$ cat src/rtl/cart_mapper_pkg.sv
// Shared types and constants for the cartridge bank mapper.
package cart_mapper_pkg;

    typedef enum logic [1:0] {
        WT_OPEN       = 2'd0,
        WT_ROM_FIXED  = 2'd1,
        WT_ROM_BANKED = 2'd2,
        WT_RAM_BANKED = 2'd3
    } win_type_e;

    typedef enum logic [1:0] {
        UNLOCKED = 2'd0,
        ARMED    = 2'd1,
        LOCKED   = 2'd2
    } lock_state_e;

    localparam logic [7:0] LOCK_KEY1 = 8'h5A;
    localparam logic [7:0] LOCK_KEY2 = 8'hA5;
    localparam int         ROM_AW    = 25;

    function automatic logic is_rom(input win_type_e t);
        return (t == WT_ROM_FIXED) || (t == WT_ROM_BANKED);
    endfunction

endpackage

$ cat src/rtl/cart_bank_lock.sv
// Lock FSM: two-key write sequence freezes the bank registers until reset.
// State updates on the clk_sys edge of a qualified lock-register write.
module cart_bank_lock
    import cart_mapper_pkg::*;
(
    input  logic        clk_sys,
    input  logic        reset,
    input  logic        wr_stb_i,
    input  logic [7:0]  din_i,
    output lock_state_e state_o
);

    lock_state_e state_q, state_d;

    always_ff @(posedge clk_sys) begin
        if (reset) begin
            state_q <= UNLOCKED;
        end else begin
            state_q <= state_d;
        end
    end

    always_comb begin
        state_d = state_q;
        case (state_q)
            UNLOCKED: if (wr_stb_i && din_i == LOCK_KEY1) state_d = ARMED;
            // Any wrong second key drops back so a stray write cannot half-arm the lock.
            ARMED:    if (wr_stb_i) state_d = (din_i == LOCK_KEY2) ? LOCKED : UNLOCKED;
            LOCKED:   state_d = LOCKED;
            default:  state_d = UNLOCKED;
        endcase
    end

    always_comb begin
        state_o = state_q;
    end

endmodule

$ cat src/rtl/cart_mapper_gen.sv
// Windowed cartridge bank mapper with hotspot bank writes and a lock FSM.
// Optional bank/lock readback on hotspot reads when CART_MAPPER_READBACK_EN is defined.
module cart_mapper_gen
    import cart_mapper_pkg::*;
#(
    parameter int          WIN_BITS = 3,
    parameter int          BANK_W   = 8,
    parameter int          RAM_AW   = 17,
    parameter logic [15:0] HOT_BASE = 16'hFF80
) (
    input  logic                         clk_sys,
    input  logic                         reset,
    input  logic                         pclk0,
    input  logic                         pclk1,
    input  logic [15:0]                  address_in,
    input  logic [7:0]                   din,
    input  logic                         rw,
    input  logic                         cart_cs,
    input  logic [2*(2**WIN_BITS)-1:0]   win_type,
    input  logic [BANK_W*(2**WIN_BITS)-1:0] win_bank_init,
    input  logic [BANK_W-1:0]            bank_mask,
    input  logic [7:0]                   rom_din,
    input  logic [7:0]                   ram_din,
    input  logic [7:0]                   open_bus,
    output logic [ROM_AW-1:0]            rom_address,
    output logic [RAM_AW-1:0]            ram_address,
    output logic                         ram_cs,
    output logic                         ram_we,
    output logic [7:0]                   dout,
    output logic                         cart_read,
    output logic                         locked
);

    localparam int          WIN_COUNT = 2**WIN_BITS;
    localparam int          OFF_W     = 16 - WIN_BITS;
    localparam int          FULL_W    = BANK_W + OFF_W;
    localparam logic [15:0] LOCK_ADDR = HOT_BASE + 16'(WIN_COUNT);

    logic [WIN_BITS-1:0] idx;
    logic [OFF_W-1:0]    offset;
    win_type_e           wtype;
    logic [BANK_W-1:0]   bank_q   [WIN_COUNT];
    logic [BANK_W-1:0]   bank_d   [WIN_COUNT];
    logic [BANK_W-1:0]   bank_eff [WIN_COUNT];
    logic [FULL_W-1:0]   full_addr;

    logic [15:0]         hot_off;
    logic                hot_hit;
    logic [WIN_BITS-1:0] hot_idx;
    logic                lock_hit;
    logic                wr_stb;
    logic                capture;

    logic                pend_vld_q, pend_vld_d;
    logic [WIN_BITS-1:0] pend_idx_q, pend_idx_d;
    logic [BANK_W-1:0]   pend_dat_q, pend_dat_d;
    win_type_e           commit_type;
    logic                commit;
    logic                commit_wr;
    logic                cart_read_q, cart_read_d;
    lock_state_e         lock_state;

    assign idx    = address_in[15 -: WIN_BITS];
    assign offset = address_in[OFF_W-1:0];
    assign wtype  = win_type_e'(win_type[{idx, 1'b0} +: 2]);

    // During reset the translation already uses the init banks, not the stale registers.
    always_comb begin
        for (int i = 0; i < WIN_COUNT; i++) begin
            bank_eff[i] = reset ? win_bank_init[i*BANK_W +: BANK_W] : bank_q[i];
        end
    end

    assign full_addr = {bank_eff[idx] & bank_mask, offset};

    assign hot_off  = address_in - HOT_BASE;
    assign hot_hit  = hot_off < 16'(WIN_COUNT);
    assign hot_idx  = hot_off[WIN_BITS-1:0];
    assign lock_hit = (address_in == LOCK_ADDR);
    assign wr_stb   = pclk0 & cart_cs & ~rw;
    assign locked   = (lock_state == LOCKED);
    assign capture  = wr_stb & hot_hit & ~locked;

    // A capture that lands on an uncommitted write flushes the older one first.
    assign commit      = pend_vld_q & (pclk1 | capture);
    assign commit_type = win_type_e'(win_type[{pend_idx_q, 1'b0} +: 2]);
    assign commit_wr   = commit & (commit_type != WT_ROM_FIXED);

    always_comb begin
        pend_vld_d = pend_vld_q;
        pend_idx_d = pend_idx_q;
        pend_dat_d = pend_dat_q;
        if (commit) begin
            pend_vld_d = 1'b0;
        end
        if (capture) begin
            pend_vld_d = 1'b1;
            pend_idx_d = hot_idx;
            pend_dat_d = BANK_W'(din);
        end
    end

    always_comb begin
        for (int i = 0; i < WIN_COUNT; i++) begin
            bank_d[i] = bank_q[i];
        end
        if (commit_wr) begin
            bank_d[pend_idx_q] = pend_dat_q;
        end
    end

    assign cart_read_d = rw & cart_cs;

    always_ff @(posedge clk_sys) begin
        if (reset) begin
            pend_vld_q  <= 1'b0;
            pend_idx_q  <= '0;
            pend_dat_q  <= '0;
            cart_read_q <= 1'b0;
            for (int i = 0; i < WIN_COUNT; i++) begin
                bank_q[i] <= win_bank_init[i*BANK_W +: BANK_W];
            end
        end else begin
            pend_vld_q  <= pend_vld_d;
            pend_idx_q  <= pend_idx_d;
            pend_dat_q  <= pend_dat_d;
            cart_read_q <= cart_read_d;
            bank_q      <= bank_d;
        end
    end

    assign cart_read = cart_read_q;

    cart_bank_lock u_lock (
        .clk_sys  (clk_sys),
        .reset    (reset),
        .wr_stb_i (wr_stb & lock_hit),
        .din_i    (din),
        .state_o  (lock_state)
    );

    always_comb begin
        rom_address = '0;
        ram_address = '0;
        ram_cs      = 1'b0;
        dout        = open_bus;
        if (is_rom(wtype)) begin
            dout = rom_din;
            if (cart_cs) rom_address = ROM_AW'(full_addr);
        end else if (wtype == WT_RAM_BANKED) begin
            dout = ram_din;
            if (cart_cs) begin
                ram_cs      = 1'b1;
                ram_address = RAM_AW'(full_addr);
            end
        end
`ifdef CART_MAPPER_READBACK_EN
        if (cart_cs && rw) begin
            if (hot_hit) begin
                dout = 8'(bank_eff[hot_idx]);
            end else if (lock_hit) begin
                dout = {6'b0, lock_state};
            end
        end
`else
`endif
    end

    assign ram_we = ram_cs & ~rw & pclk0;

endmodule

$ cat config.mk
export PLATFORM = sky130hd
export DESIGN_NAME = cart_mapper_gen
export DESIGN_NICKNAME = d
export VERILOG_FILES = /design/src/rtl/cart_mapper_pkg.sv /design/src/rtl/cart_bank_lock.sv /design/src/rtl/cart_mapper_gen.sv
export SDC_FILE = /design/constraint.sdc
export NUM_CORES = 1
export LEC_CHECK = 0
export ABC_AREA = 1
export CAP_MARGIN = 20
export CORE_AREA = 2 2 112 114
export CTS_CLUSTER_SIZE = 24
export DETAILED_ROUTE_END_ITERATION = 6
export DIE_AREA = 0 0 114 116
export PLACE_DENSITY = 0.8
export SYNTH_ARGS = -nofsm -noshare
export SYNTH_HDL_FRONTEND = slang
export SYNTH_HIERARCHICAL = 1
export SYNTH_SLANG_ARGS = --single-unit
$ cat constraint.sdc
create_clock -name clk_sys -period 3.5 [get_ports clk_sys]
set_input_delay 0.35 -clock clk_sys [delete_from_list [all_inputs] [get_ports clk_sys]]
set_output_delay 0.35 -clock clk_sys [all_outputs]
set_load 0.05 [all_outputs]
==> summary.md <==
| Metric | Value |
|---|---|
| GP Congestion | `0.918` |
| Synth area leader | `edfxtp_1` |
| WP data arrival | `2.80 ns` |
| Worst r2r path cells | `10` |
| Synth Flop Type | `edfxtp_1` |
| Routing usage on met2 | `45.2%` |
| Int Pwr | `2.09 mW` |
| Placed insts | `1082` |
| VDD IR max | `0.265 mV` |
| Tmin final | `3.15 ns` |
| Clock power frac | `33.0%` |
| # DRC | `0` |
| Filler cells | `960` |
| Tightest Pin Transition | `0.575 ns` |
| Setup Skew | `0.00616 ns` |
| CP cell instances | `clkdlybuf4s50_1, buf_4, o21ai_0, o22ai_1, nor2_1, a31oi_1, ha_1, clkinv_1, nand3_1, buf_4, nor2_1, buf_12` |
| Clk_lat worst skew | `0.33 ns` |
| Net Sw Power | `0.910 mW` |
| Slowest-stage cell, CP | `clkdlybuf4s50_1` |
| Post-synthesis register bit count | `79` |
| Die width | `114 µm` |
| M1 GR Usage | `37.5%` |
| Starting Density | `45.7%` |
| Maxcap violations | `0` |
| Crit path kind | `input pin to output pin` |
| Final Cycle Share | `90.1%` |
| Fmax | `0.317 GHz` |
| Routed wire length | `18800 µm` |
| Drt initial violations | `654` |
| Input/output buffers | `191` |
| Share of layout cells above drive strength 1 | `9.67%` |
| DP Worst Slack | `0.222 ns` |
| Top Ports | `196` |
| Row count | `40` |
| Final setup fails | `0` |
| Flop2flop setup slack | `0.95 ns` |
| Flop pwr share | `36.6%` |
| Worst Setup SP | `address_in[13]` |
| Max incr delay on CP | `0.51 ns` |
| GRT Residual Overflow | `0` |
| First-pass GRT wire length | `28600 µm` |
| Final Max Tran Viols | `0` |
| Ant. Diodes | `0` |
| Worst path bufs/invs | `5` |
| TritonCTS clock tree | `built` |
| CTS Root Cell | `clkbuf_16` |
| Synthesized area | `5450 µm²` |
| HP Class | `flop to flop` |
| Worst Path Required | `3.15 ns` |
| Synth cell types | `33` |
| Mapped Cells | `772` |
| Area delta synth->final | `50.1%` |
| Finished Cell Area | `8170 µm²` |
| Fin Hold WS | `0.484 ns` |
| Crit path to | `ram_address[5]` |
| Largest net degree at the start of global routing | `53` |
| Setup TNS | `0 ns` |
| Multi-input logic area | `2630 µm²` |
| Logic pwr share | `30.4%` |
| Post-synth top cells | `nand2_1 (170), inv_1 (94), nor2_1 (94)` |
| Critical path launch point type | `input pin` |
| Vert. Die Dim | `116 µm` |
| GRT Overall Usage | `27.8%` |
| Num CTS Buffers | `9` |
| H-tree depth | `3` |
| FF/Latch Area | `2220 µm²` |
| # hold bufs at CTS | `0` |
| CP top delay family | `buffers and inverters` |
| Syn Area/Cell | `7.05 µm²` |
| Outcome | `completed` |
| Fraction of registers with async set/reset | `0%` |
| Fin util | `68.6%` |
| Busiest layer in global routing | `met2` |
| Clock Tree Buf Depth | `2` |
| Overall Power | `3.00 mW` |
| WP depth | `12` |
| Setup slack after layout | `0.347 ns` |
| Routed vias | `6046` |
| Synth Warn # | `6` |
| Clock transition at path regs | `0.06 ns` |
| Total clock sinks | `79` |
| Vias in the first global route | `5532` |
| Placed wire-length estimate | `14000 µm` |
| EDFF count, synth | `64` |
| R2R Path Start | `pend_idx_q[0]$_SDFFE_PP0P_` |
| Sequential fraction of the synthesis area | `40.8%` |
| Routing usage on met3 | `5.07%` |
| Sw Share | `30.3%` |
| Most frequent cell after synthesis | `nand2_1` |
| Crit-path max FO | `15` |
| DP Area | `7850 µm²` |
| Drt pass-1 iters | `5` |
| DRT antenna net count | `0` |
| Cell Pwr Density | `367 nW/µm²` |
| RSZ-0062 raised after global routing | `false` |
| Wire per inst | `17.1 µm` |
| Nets@finish | `1090` |
| Max-Slew Margin vs Limit | `61.6%` |
| Final Hold Viols | `0` |
| Leading post-synthesis cells by cell area | `edfxtp_1 (35%), nand2_1 (12%), nand3_1 (7.0%)` |
| Worst R2R End | `bank_q[22]$_DFFE_PP_` |
| Die area | `13200 µm²` |
| P_leak | `3.36 nW` |
| CP endpoint kind | `output pin` |
| Post-route non-filler standard cell count | `1098` |
| Top cell type's share of synthesized area | `35.3%` |
| Core area | `11900 µm²` |
| Initial antenna violation count | `0` |
| Vias per cell | `5.51` |
-- worst min-delay path: cells and delay by family (launching register included) --
| family | cells | cell delay (ns) |
|---|---|---|
| flops | 1 | 0.32 |
| simple gates | 2 | 0.13 |
-- layer usage --
layer | share of wire [%] | vias up | wire, µm
met3 | 8.9 | 34 | 1670
met1 | 39 | 2736 | 7300
li1 | - | 2966 | -
met2 | 50 | 310 | 9360
met4 | 2.7 | 0 | 501
met5 | 0 | - | 0
-- cell families after synthesis --
logic type | share of synthesized area (%)
flip-flops | 40.8
XOR/XNOR | 0.161
AO/OA/AOI/OAI | 19.9
adder cells (fa/ha/maj) | 0.459
buffers and inverters | 11.2
other | 0.0689
AND/OR/NAND/NOR | 27.4
-- state kept, by name, indices dropped and copies added, names as in the netlist --
| name | flops |
|---|---|
| pend_vld_q | 1 |
| cart_read | 1 |
| u_lock/state_o | 2 |
| bank_q | 64 |
| pend_dat_q | 8 |
| pend_idx_q | 3 |
-- power by group through the flow --
stage	clock, mW	sequential (mW)	combinational, mW
after floorplan	0	1.11	0.482
after global placement	0	1.11	0.894
after detailed placement	0	1.12	0.904
after CTS	0.983	1.10	0.909
after global routing	1.03	1.10	0.972
final	0.991	1.10	0.913
-- cells in the final DEF, fill, tap and decap left out, drive strengths merged, types with 3 or more instances in the layout --
| cell | instances |
|---|---|
| a21oi | 36 |
| edfxtp | 64 |
| a31oi | 6 |
| conb | 4 |
| nand4 | 3 |
| o21ai | 54 |
| clkbuf | 9 |
| nor3 | 6 |
| clkinv | 5 |
| nor2 | 96 |
| dfxtp | 15 |
| clkdlybuf4s50 | 143 |
| nand2 | 171 |
| buf | 67 |
| o22ai | 51 |
| nand3 | 77 |
| inv | 98 |
| o211ai | 36 |
-- worst min-delay path by stage --
stage / from / to / slack, ns / depth (start not counted)
2_1_floorplan: u_lock/state_o[0]$_SDFFE_PP0P_ / u_lock/state_o[1]$_SDFFE_PP0P_ / 0.44 / 1
3_3_place_gp: pend_vld_q$_SDFFE_PP0P_ / pend_vld_q$_SDFFE_PP0P_ / 0.46 / 2
3_5_place_dp: u_lock/state_o[0]$_SDFFE_PP0P_ / u_lock/state_o[1]$_SDFFE_PP0P_ / 0.46 / 1
4_1_cts: u_lock/state_o[0]$_SDFFE_PP0P_ / u_lock/state_o[1]$_SDFFE_PP0P_ / 0.48 / 1
5_1_grt: u_lock/state_o[0]$_SDFFE_PP0P_ / u_lock/state_o[1]$_SDFFE_PP0P_ / 0.50 / 1
6_report: pend_dat_q[0]$_SDFFE_PP0P_ / pend_dat_q[0]$_SDFFE_PP0P_ / 0.48 / 2
-- what timing repair did --
action,in CTS,in global routing
setup endpoints to repair,0,1
gates resized for setup,0,1
setup buffers,0,0
-- layout make-up --
cell class	count	share of cell area, %
Multi-Input combinational cell	547	32.2
Timing Repair Buffer	210	29.9
Sequential cell	79	27.2
Inverter	99	4.58
Clock buffer	9	2.76
Tap cell	147	2.25
Clock inverter	7	1.07
Power figures use the tool's default switching activity.
